[src/rtl/vga_pkg.sv]
// Shared VGA constants and types used by the draw engines and the pixel-port
// arbiter that feeds vga_adapter.
package vga_pkg;

  // Pixel field widths at the adapter interface.
  localparam int X_W = 9;
  localparam int Y_W = 8;
  localparam int C_W = 3;

  // Visible screen area; coordinates at or beyond these are off-screen.
  localparam int XMAX = 320;
  localparam int YMAX = 240;

  // Width of a requester index (supports up to 8 requesters).
  localparam int IDX_W = 3;

  // 3-bit RGB colour constants shared by the draw engines.
  localparam logic [C_W-1:0] BLACK   = 3'b000;
  localparam logic [C_W-1:0] BLUE    = 3'b001;
  localparam logic [C_W-1:0] GREEN   = 3'b010;
  localparam logic [C_W-1:0] CYAN    = 3'b011;
  localparam logic [C_W-1:0] RED     = 3'b100;
  localparam logic [C_W-1:0] MAGENTA = 3'b101;
  localparam logic [C_W-1:0] YELLOW  = 3'b110;
  localparam logic [C_W-1:0] WHITE   = 3'b111;

  // Ownership state of the shared pixel port.
  typedef enum logic [0:0] {
    ST_UNLOCKED = 1'b0,
    ST_LOCKED   = 1'b1
  } lock_state_t;

endpackage : vga_pkg

[src/rtl/plot_arbiter_rr_pick.sv]
// Combinational round-robin selector: grants the first requesting, unmasked
// index found scanning last+1, last+2, ... modulo NREQ. Output is one-hot or 0.
module rr_pick
  import vga_pkg::*;
#(
  parameter int NREQ = 3
) (
  input  logic [NREQ-1:0]  req,
  input  logic [NREQ-1:0]  mask,
  input  logic [IDX_W-1:0] last,
  output logic [NREQ-1:0]  gnt
);

  logic [NREQ-1:0]   eligible;
  logic [NREQ-1:0]   rotated;
  logic [NREQ-1:0]   rotated_low;
  logic [2*NREQ-1:0] doubled;
  logic [2*NREQ-1:0] restored;
  logic [IDX_W:0]    shamt;

  // Rotate so that index last+1 sits at bit 0, isolate the lowest set bit,
  // then rotate back. Doubling the vector makes the modulo wrap free.
  always_comb begin
    eligible    = req & mask;
    shamt       = {1'b0, last} + (IDX_W+1)'(1);
    doubled     = {eligible, eligible} >> shamt;
    rotated     = doubled[NREQ-1:0];
    rotated_low = rotated & (-rotated);
    restored    = {rotated_low, rotated_low} << shamt;
    gnt         = restored[2*NREQ-1:NREQ];
  end

endmodule : rr_pick

[src/rtl/plot_arbiter.sv]
// Shares the single VGA adapter pixel-write port between NREQ draw engines.
// One pixel per cycle, round-robin, with an optional lock so a requester can
// draw a whole sprite atomically. Off-screen pixels are accepted but clipped.
module plot_arbiter
  import vga_pkg::*;
#(
  parameter int NREQ         = 3,
  parameter int XMAX         = vga_pkg::XMAX,
  parameter int YMAX         = vga_pkg::YMAX,
  parameter int LOCK_TIMEOUT = 15
) (
  input  logic                clock,
  input  logic                resetn,
  input  logic [NREQ-1:0]     req,
  input  logic [NREQ-1:0]     lock,
  input  logic [X_W*NREQ-1:0] x_in,
  input  logic [Y_W*NREQ-1:0] y_in,
  input  logic [C_W*NREQ-1:0] c_in,
  output logic [NREQ-1:0]     gnt,
  output logic [X_W-1:0]      x_out,
  output logic [Y_W-1:0]      y_out,
  output logic [C_W-1:0]      c_out,
  output logic                plot,
  output logic [IDX_W-1:0]    owner,
  output logic                locked
);

  localparam int CNT_W = $clog2(LOCK_TIMEOUT + 1);
  localparam logic [CNT_W-1:0] TIMEOUT_LAST = CNT_W'(LOCK_TIMEOUT - 1);
  localparam logic [X_W:0] X_LIMIT = (X_W+1)'(XMAX);
  localparam logic [Y_W:0] Y_LIMIT = (Y_W+1)'(YMAX);

  // One-hot to index; a zero vector maps to 0.
  function automatic logic [IDX_W-1:0] oh_to_idx(input logic [NREQ-1:0] oh);
    logic [IDX_W-1:0] idx;
    idx = '0;
    for (int i = 0; i < NREQ; i++) begin
      if (oh[i]) idx = IDX_W'(i);
    end
    return idx;
  endfunction

  lock_state_t      state_q, state_d;
  logic [NREQ-1:0]  owner_oh_q, owner_oh_d;
  logic [IDX_W-1:0] last_q, last_d;
  logic [CNT_W-1:0] cnt_q, cnt_d;

  logic [NREQ-1:0]  pick;
  logic [NREQ-1:0]  mask;
  logic [IDX_W-1:0] gnt_idx;
  logic [IDX_W-1:0] owner_idx;
  logic             accept;
  logic             lock_acc;
  logic             req_owner;
  logic [X_W-1:0]   x_sel;
  logic [Y_W-1:0]   y_sel;
  logic [C_W-1:0]   c_sel;
  logic             on_screen;

  // While locked only the owner may win; otherwise everyone is eligible.
  assign mask = (state_q == ST_LOCKED) ? owner_oh_q : '1;

  rr_pick #(
    .NREQ (NREQ)
  ) u_rr_pick (
    .req  (req),
    .mask (mask),
    .last (last_q),
    .gnt  (pick)
  );

  // Grant is suppressed while reset is held so no pixel is accepted then.
  assign gnt       = resetn ? pick : '0;
  assign accept    = |gnt;
  assign lock_acc  = |(lock & gnt);
  assign req_owner = |(req & owner_oh_q);
  assign gnt_idx   = oh_to_idx(gnt);
  assign owner_idx = oh_to_idx(owner_oh_q);
  assign owner     = owner_idx;
  assign locked    = (state_q == ST_LOCKED);

  // Select the granted requester's pixel fields with an AND-OR mux.
  // NOTE: every combinational output gets a default before any branch or loop,
  // so no path leaves it unassigned and no latch is inferred.
  always_comb begin
    x_sel = '0;
    y_sel = '0;
    c_sel = '0;
    for (int i = 0; i < NREQ; i++) begin
      x_sel |= x_in[i*X_W +: X_W] & {X_W{gnt[i]}};
      y_sel |= y_in[i*Y_W +: Y_W] & {Y_W{gnt[i]}};
      c_sel |= c_in[i*C_W +: C_W] & {C_W{gnt[i]}};
    end
    on_screen = ({1'b0, x_sel} < X_LIMIT) && ({1'b0, y_sel} < Y_LIMIT);
  end

  // Lock FSM next state, round-robin pointer update and stall timeout.
  always_comb begin
    state_d    = state_q;
    owner_oh_d = owner_oh_q;
    last_d     = last_q;
    cnt_d      = cnt_q;

    if (accept) last_d = gnt_idx;

    unique case (state_q)
      ST_UNLOCKED: begin
        if (accept && lock_acc) begin
          state_d    = ST_LOCKED;
          owner_oh_d = gnt;
          cnt_d      = '0;
        end
      end
      ST_LOCKED: begin
        if (accept) begin
          // Only the owner can be granted here; any accepted pixel restarts
          // the stall window, and one without lock ends the burst.
          cnt_d = '0;
          if (!lock_acc) state_d = ST_UNLOCKED;
        end else if (!req_owner) begin
          if (cnt_q >= TIMEOUT_LAST) begin
            state_d = ST_UNLOCKED;
            cnt_d   = '0;
            last_d  = owner_idx;
          end else begin
            cnt_d = cnt_q + CNT_W'(1);
          end
        end
      end
      default: begin
        state_d = ST_UNLOCKED;
        cnt_d   = '0;
      end
    endcase
  end

  // State, pointer and counter registers with synchronous reset.
  // NOTE: sequential state uses non-blocking assignments so every register
  // samples pre-edge values regardless of statement order.
  always_ff @(posedge clock) begin
    if (!resetn) begin
      state_q    <= ST_UNLOCKED;
      owner_oh_q <= '0;
      last_q     <= IDX_W'(NREQ - 1);
      cnt_q      <= '0;
    end else begin
      state_q    <= state_d;
      owner_oh_q <= owner_oh_d;
      last_q     <= last_d;
      cnt_q      <= cnt_d;
    end
  end

  // Registered adapter-side pixel; fields hold when nothing is accepted.
  always_ff @(posedge clock) begin
    if (!resetn) begin
      x_out <= '0;
      y_out <= '0;
      c_out <= '0;
      plot  <= 1'b0;
    end else if (accept) begin
      x_out <= x_sel;
      y_out <= y_sel;
      c_out <= c_sel;
      plot  <= on_screen;
    end else begin
      plot  <= 1'b0;
    end
  end

endmodule : plot_arbiter

[config.mk]
export PLATFORM = sky130hd
export DESIGN_NAME = plot_arbiter
export DESIGN_NICKNAME = d
export VERILOG_FILES = /design/src/rtl/vga_pkg.sv /design/src/rtl/plot_arbiter_rr_pick.sv /design/src/rtl/plot_arbiter.sv
export SDC_FILE = /design/constraint.sdc
export NUM_CORES = 1
export LEC_CHECK = 0
export CORE_MARGIN = 10
export CORE_UTILIZATION = 40
export CTS_BUF_LIST = sky130_fd_sc_hd__clkbuf_8
export DETAILED_ROUTE_END_ITERATION = 10
export GPL_TIMING_DRIVEN = 0
export HOLD_SLACK_MARGIN = 0.06
export PLACE_DENSITY = 0.78
export SYNTH_ARGS = -nofsm -noshare
export SYNTH_HDL_FRONTEND = slang
export SYNTH_SLANG_ARGS = --single-unit
[constraint.sdc]
create_clock -name clock -period 6.7 [get_ports clock]
set_clock_uncertainty 0.1 [all_clocks]
set_input_delay 1.005 -clock clock [delete_from_list [all_inputs] [get_ports clock]]
set_output_delay 1.005 -clock clock [all_outputs]
set_load 0.005 [all_outputs]
==> results of run 1 <==
logic make-up (layout without fill, tap and decap cells):
group                    count (synthesis)  in the layout  share of synthesized area, %
multiplexers                             9              9                          4.46
AND/OR/NAND/NOR                         75             75                          18.9
adder cells (fa/ha/maj)                  3              3                          1.86
other                                    1              1                         0.186
AO/OA/AOI/OAI                           89             89                          34.4
buffers and inverters                   32            133                          8.48
flip-flops                              32             32                          31.7
placed cells by master (no fill, tap or decap), types with 5 or more instances in the layout:
master	Yosys	routed
nand3_1	8	8
buf_2	8	8
a211o_1	5	5
clkbuf_1	6	6
inv_1	8	9
a21oi_1	27	27
dfxtp_1	32	32
clkbuf_8	0	6
clkdlybuf4s50_1	0	93
o21ai_0	6	6
a222oi_1	21	21
nor2_1	12	12
nand2_1	30	30
buf_4	5	5
nand4_1	5	5
mux2i_1	9	9
registers in the layout, indices dropped and copies added, names as in the netlist:
name        flops
x_out           9
cnt_q           4
c_out           3
plot            1
last_q          3
y_out           8
locked          1
owner_oh_q      3
how the worst min path moves through the flow:
stage                     slack, ns  startpoint  endpoint  depth (start not counted)
after CTS                      0.35    c_out[1]  c_out[1]                          2
after global routing           0.37    y_out[2]  y_out[2]                          2
after detailed placement       0.35    c_out[1]  c_out[1]                          2
final                          0.35    y_out[4]  y_out[4]                          2
after global placement         0.34    c_out[1]  c_out[1]                          2
after floorplan                0.35    c_out[0]  c_out[0]                          2
where the power goes:
group          internal, mW  switching (mW)
registers             0.271          0.0444
logic                 0.465           0.535
clock network        0.0819          0.0729
total                 0.817           0.652
metrics by stage:
step,std cells,area [um2]
6_report,409,3130
4_1_cts,409,3130
3_3_place_gp,401,3040
3_5_place_dp,401,3040
2_1_floorplan,241,2020
5_1_grt,409,3130
worst reg2reg max path, delay by kind of cell, from the launching register on:
kind / cells / cell delay [ns]
compound gates: 4 / 1.01
simple gates: 3 / 0.34
flops: 1 / 0.37
buf+inv: 4 / 1.08
final cells by class:
type	count	area [um2]	share of cell area [%]
multi-input combinational	177	1210	38.6
timing repair buffer	93	931	29.7
sequential	32	641	20.5
clock inverter	2	11.3	0.360
buffer	23	138	4.40
inverter	9	33.8	1.08
clock buffer	6	82.6	2.64
tap	67	83.8	2.68
metal layers:
| metal | vias to the layer above | share of wire [%] | track usage (%) |
|---|---|---|---|
| li1 | 1136 | - | - |
| met1 | 1068 | 41 | 18.9 |
| met2 | 94 | 49 | 29.1 |
| met3 | 9 | 9.4 | 7.16 |
| met4 | 0 | 1.3 | 4.31 |
| met5 | - | 0 | 0 |
synth_stat cells, types with 2 or more instances:
cell type  count  area (um2)
inv_1          8        30.0
nor2_1        12        45.0
buf_4          5        37.5
a31oi_1        3        18.8
clkbuf_1       6        22.5
ha_1           3        37.5
dfxtp_1       32         641
or3_1          2        12.5
a211o_1        5        43.8
and3_1         2        12.5
o211ai_1       2        15.0
nand3_1        8        40.0
a21oi_1       27         135
nor3_1         2        10.0
a222oi_1      21         210
nand2_1       30         113
nand2b_1       2        12.5
buf_2          8        40.0
and2_1         3        18.8
buf_6          3        33.8
o21ai_1        3        15.0
nand4_1        5        31.3
o21ai_0        6        30.0
nand3b_1       2        15.0
mux2i_1        9        90.1
a41o_1         2        20.0
==> impl_metrics.yaml, run 1 <==
flow_run:
  max-cap-violations: 0
logic_synthesis:
  syn_area_um2: 2020
  ys_types: 56
  yosysSeqAreaShare_pct: 31.7
  yosysWarnings: 0
  synth_edf_count: 0
  synth_ff_type: "dfxtp_1"
  synth_seq_cells: 32
  async_reset_ff_share_pct: 0
  syn_inst: 241
  synth.avg_cell_area_um2: 8.38
  syn-num-nets: 312
die:
  dieArea_um2: 8290
  die_x_um: 91.1
  initial_core_util_pct: 41.9
  io_pins: 96
  num_rows: 25
  coreArea_um2: 4820
  die_y_um: 91.1
run_status:
  outcome: "complete, no violations"
timing:
  slew_headroom_pct: 59.6
  tightest_slew_ns: 0.606
  min_period_over_period_pct: 77.0
  fmaxAchievable_ghz: 0.194
  period_minus_slack_ns: 5.16
  setup_viol: 0
  rsz0062_at_grt: "no"
  final-hold-violation-count: 0
  hold_slack_ns: 0.355
  layout_setup_ws_ns: 1.54
  slew_violations: 0
  fin_setup_tns_ns: 0
route:
  wl_per_cell_um: 17.7
  drtIter0Drc: 170
  firstDrtPassIters: 5
  viasPerCell: 5.64
  wl_mm: 7.26
  ant_nets: 0
  drc: 0
  vias: 2307
setup_path:
  slowest_stage: "clkdlybuf4s50_1"
  crit_buf_inv: 6
  cp.arrival_ns: 4.06
  cp_top_family: "buffers and inverters"
  crit_cells: 10
  criticalPathCategory: "in2out"
  critical_path.startpoint: "resetn"
  r2r-start: "locked"
  cpMostUsedCell: "clkdlybuf4s50_1"
  path_cells: "clkdlybuf4s50_1 -> clkinv_1 -> a31oi_1 -> a21boi_1 -> a41o_1 -> and2_1 -> buf_2 -> clkbuf_1 -> buf_4 -> clkdlybuf4s50_1"
  cp_data_required_time_ns: 5.59
  start_kind: "input port"
  reg2reg_slack_ns: 3.73
  reg2regPathDepth: 11
  worstPathMaxFanout: 10
  crit_end: "gnt[1]"
  endpoint_kind: "output pin"
  r2r-end: "last_q[0]"
  slowest_delay_ns: 0.53
cts:
  cts_sinks: 32
  clockBufferDepth: 2
  htreeDepth: 2
  cts_tree: "done"
  cts_setup_buffers: 0
  cts_resized: 0
  clkSlewWorstSetupHoldPaths_ns: 0.07
  clock_latency_ns: 0.29
  cts_hold_buf: 0
  root_buffer: "clkbuf_8"
  cts_buffers: 5
placement:
  gp_congestion: 0.875
  pre_cts_ws_ns: 1.56
  dp_hpwl_mm: 5.68
  port_buffers: 93
global_routing:
  track_usage_pct: 17.0
  grt.overflow.total: 0
  grt_pass1_wl_mm: 11.8
  grt_max_degree: 11
  first_global_vias: 2407
  antenna_found_initial: 0
hold_path:
  hp-class: "reg2reg"
layout:
  post-route-util_pct: 65.0
  antenna_cells: 0
  drive_gt1_share_pct: 9.94
  fillers: 458
  synthToLayoutAreaGrowth_pct: 54.9
  fin_nets: 412
pwr:
  p_leak_nw: 1.17
  irDropWorstVdd_uv: 242
  power_density_nw_per_um2: 469
  total_power_mw: 1.47
Note: power is estimated with default switching activity, not from simulation.
==> inputs of run 2 (changes only) <==
- CORE_UTILIZATION: 40 -> 38
- PLACE_DENSITY: 0.78 -> 0.77
- clock period: 6.7 -> 4.15 ns (I/O delays scaled with it)
==> impl_metrics.yaml, run 2 (synthesis results as in run 1) <==
run_status:
  outcome: "complete, no violations"
layout:
  design_area_um2: 3130
  top_register: "x_out"
  synthToLayoutAreaGrowth_pct: 55.0
  layout_commonest_cell: "clkdlybuf4s50_1"
  final_cell_mix: "92 x clkdlybuf4s50_1, 32 x dfxtp_1, 30 x nand2_1"
  largest_reg_flops: 9
  multi_input_area_um2: 1220
  regArea_um2: 641
  biggestRegsByFlops: "x_out (9), y_out (8), cnt_q (4)"
  fin_nets: 411
  fillers: 497
  instances_no_fill: 410
  antenna_cells: 0
  drive_gt1_share_pct: 10.6
timing:
  period_minus_slack_ns: 3.96
  setup_viol: 0
  rsz0062_at_grt: "no"
  layout_setup_ws_ns: 0.187
  min_period_over_period_pct: 95.5
  fmaxAchievable_ghz: 0.252
  slew_violations: 0
  slew_headroom_pct: 64.7
  tightest_slew_ns: 0.530
  final-hold-violation-count: 0
cts:
  htreeDepth: 2
  cts_buffers: 5
  cts_tree: "done"
  clkSlewWorstSetupHoldPaths_ns: 0.06
  root_buffer: "clkbuf_8"
  clockBufferDepth: 2
  cts_sinks: 32
  cts_hold_buf: 0
  clock_latency_ns: 0.29
flow_run:
  max-cap-violations: 0
setup_path:
  cp.arrival_ns: 3.24
  worstPathMaxFanout: 10
  start_kind: "input port"
  cp_top_family: "buffers and inverters"
  endpoint_kind: "output pin"
  cp_data_required_time_ns: 3.43
  slowest_delay_ns: 0.53
  criticalPathCategory: "in2out"
  slowest_stage: "clkdlybuf4s50_1"
  path_cells: "clkdlybuf4s50_1 -> a211o_1 -> a221o_1 -> a211o_1 -> a21oi_4 -> buf_4 -> buf_6 -> clkdlybuf4s50_1"
  crit_buf_inv: 4
placement:
  pre_cts_ws_ns: -0.342
  dp.cells: 404
  gp_congestion: 0.919
  port_buffers: 93
  dpl-instance-area_um2: 3040
  dp_hpwl_mm: 5.64
route:
  ant_nets: 0
  vias: 2311
  viasPerCell: 5.64
  drc: 0
  wl_mm: 7.11
  firstDrtPassIters: 5
  wl_per_cell_um: 17.3
  drtIter0Drc: 194
global_routing:
  grt.overflow.total: 0
  track_usage_pct: 16.2
  grt_max_degree: 18
  first_global_vias: 2311
  antenna_found_initial: 0
  grt_pass1_wl_mm: 11.4
die:
  coreArea_um2: 5140
  die_x_um: 92.9
  dieArea_um2: 8630
  io_pins: 96
  initial_core_util_pct: 39.3
  num_rows: 26
  die_y_um: 92.9
pwr:
  total_power_mw: 2.34
  p_leak_nw: 1.17
  irDropWorstVdd_uv: 371
  power_density_nw_per_um2: 747
hold_path:
  hp-class: "reg2reg"
## run 2: what timing repair did
item | 4_1_cts | 5_1_grt
pin swaps | 1 | 0
endpoints found under the setup margin | 3 | 2
buffers inserted | 1 | 0
resized for setup | 1 | 4
## run 2: area by class of cell
type,count,area share (%)
flip-flops and latches,32,20.4
clock buffers,5,2.20
well taps,70,2.80
inverters,9,1.20
plain buffers,21,4.19
repair buffers,94,29.9
multi-input cells,177,39.0
clock inverters,2,0.280
## run 2: per-layer routing
layer | GRT usage, % | routed length, um | vias to the layer above
li1 | - | - | 1125
met1 | 18.9 | 2930 | 1072
met4 | 3.86 | 74 | 0
met3 | 6.86 | 725 | 9
met2 | 26.8 | 3370 | 105
met5 | 0 | 0 | -
## run 2: final timing paths
path                                start  slack (ns)  endpoint  cells after the start
worst max-delay path               req[0]        0.19    gnt[0]                      8
worst min-delay path             x_out[1]        0.35  x_out[1]                      2
worst max register to register  last_q[1]        1.21      plot                     10
worst min register to register   x_out[1]        0.35  x_out[1]                      2
## run 2: worst min-delay path, cell delays in order (launching register included)
cell and delay [ns]:
dfxtp_1 0.31, nand2_1 0.05, a21oi_1 0.05
## run 2: per-stage QoR
stage | utilization, % | setup TNS, ns | hold slack [ns]
global route | 61.0 | 0 | 0.376
detailed placement | 59.1 | -0.565 | 0.348
floorplan | - | 0 | 0.353
CTS | 60.7 | 0 | 0.356
finish | 61.0 | 0 | 0.352
global placement | 59.1 | -0.471 | 0.342
## run 2: where the power goes
part | leakage [nW] | internal [mW] | switching [mW]
clock network | 0.0452 | 0.111 | 0.110
registers | 0.262 | 0.437 | 0.0671
logic | 0.863 | 0.756 | 0.859
total | 1.17 | 1.30 | 1.04
==> inputs of run 3 (changes only) <==
- GPL_TIMING_DRIVEN: 0 -> 1
==> impl_metrics.yaml, run 3 (synthesis results as in run 1) <==
run_status:
  outcome: "complete, no violations"
global_routing:
  track_usage_pct: 15.5
  antenna_found_initial: 0
  grt_pass1_wl_mm: 11.2
  grt.overflow.total: 0
  grt_max_degree: 28
  first_global_vias: 2278
die:
  die_x_um: 92.9
  coreArea_um2: 5140
  die_y_um: 92.9
  num_rows: 26
  io_pins: 96
  initial_core_util_pct: 39.3
  dieArea_um2: 8630
cts:
  cts_buffers: 5
  cts_setup_buffers: 0
  cts_sinks: 32
  clkSlewWorstSetupHoldPaths_ns: 0.06
  clockBufferDepth: 2
  root_buffer: "clkbuf_8"
  cts_hold_buf: 0
  cts_resized: 0
  htreeDepth: 2
  clock_latency_ns: 0.27
  cts_tree: "done"
route:
  vias: 2249
  wl_per_cell_um: 17.8
  ant_nets: 0
  drtIter0Drc: 184
  viasPerCell: 5.66
  firstDrtPassIters: 6
  drc: 0
  wl_mm: 7.07
pwr:
  power_density_nw_per_um2: 739
  irDropWorstVdd_uv: 429
  p_leak_nw: 1.13
  total_power_mw: 2.26
hold_path:
  hp-class: "reg2reg"
  hp-start: "x_out[2]"
placement:
  dp_hpwl_mm: 5.40
  gp_congestion: 0.875
  dp.cells: 389
  port_buffers: 94
timing:
  tightest_slew_ns: 0.882
  slew_headroom_pct: 41.0
  min_period_over_period_pct: 92.2
  slew_violations: 0
  period_minus_slack_ns: 3.83
  fin_setup_tns_ns: 0
  setup_viol: 0
  rsz0062_at_grt: "no"
  hold_slack_ns: 0.353
  fmaxAchievable_ghz: 0.261
  final-hold-violation-count: 0
layout:
  fin_nets: 397
  antenna_cells: 0
  final_cell_mix: "94 x clkdlybuf4s50_1, 32 x dfxtp_1, 30 x nand2_1"
  layout_commonest_cell: "clkdlybuf4s50_1"
  synthToLayoutAreaGrowth_pct: 51.1
  largest_reg_flops: 9
  drive_gt1_share_pct: 7.34
  top_register: "x_out"
  biggestRegsByFlops: "x_out (9), y_out (8), cnt_q (4)"
  instances_no_fill: 397
setup_path:
  cp_data_required_time_ns: 3.43
  cp.arrival_ns: 3.10
  worstPathMaxFanout: 7
  criticalPathCategory: "in2out"
  r2r-start: "last_q[1]"
  critical_path.startpoint: "req[2]"
  endpoint_kind: "output pin"
  start_kind: "input port"
flow_run:
  max-cap-violations: 0
[run 3: worst paths after layout]
kind / endpoint / slack, ns / depth (start not counted)
worst max-delay path: gnt[2] / 0.32 / 7
worst min-delay path: x_out[2] / 0.35 / 2
worst max register to register: cnt_q[3] / 0.76 / 10
worst min register to register: x_out[2] / 0.35 / 2
[run 3: per-stage QoR]
stage,setup slack (ns),cell area (um2),util [%]
floorplan,1.15,2020,-
global placement,0.361,2960,57.7
detailed placement,0.277,2960,57.7
CTS,0.343,3050,59.4
global route,0.162,3050,59.4
finish,0.323,3050,59.4
[run 3: critical path: stages]
cell	delay, ns
clkdlybuf4s50_1	0.61
nand2_1	0.11
a211o_1	0.29
a221o_1	0.35
a2111oi_2	0.41
or3_1	0.19
clkdlybuf4s50_1	0.53
[run 3: routing by layer]
layer	GRT usage [%]	vias up	share of wire, %
met2	25.1	102	46
met1	19.5	1045	45
met5	0	-	0
met3	5.81	4	8.5
li1	-	1098	-
met4	2.31	0	0.35
[run 3: power breakdown]
group | leakage [nW] | internal [mW] | switching, mW
Sequential | 0.262 | 0.437 | 0.118
Clock | 0.0538 | 0.130 | 0.105
Combinational | 0.815 | 0.688 | 0.778
[run 3: area by class of cell]
type	count	area, um2
multi-input cells	177	1210
clock buffers	6	82.6
well taps	70	87.6
flip-flops and latches	32	641
repair buffers	101	993
fillers	474	2090
clock inverters	2	7.51
inverters	9	33.8
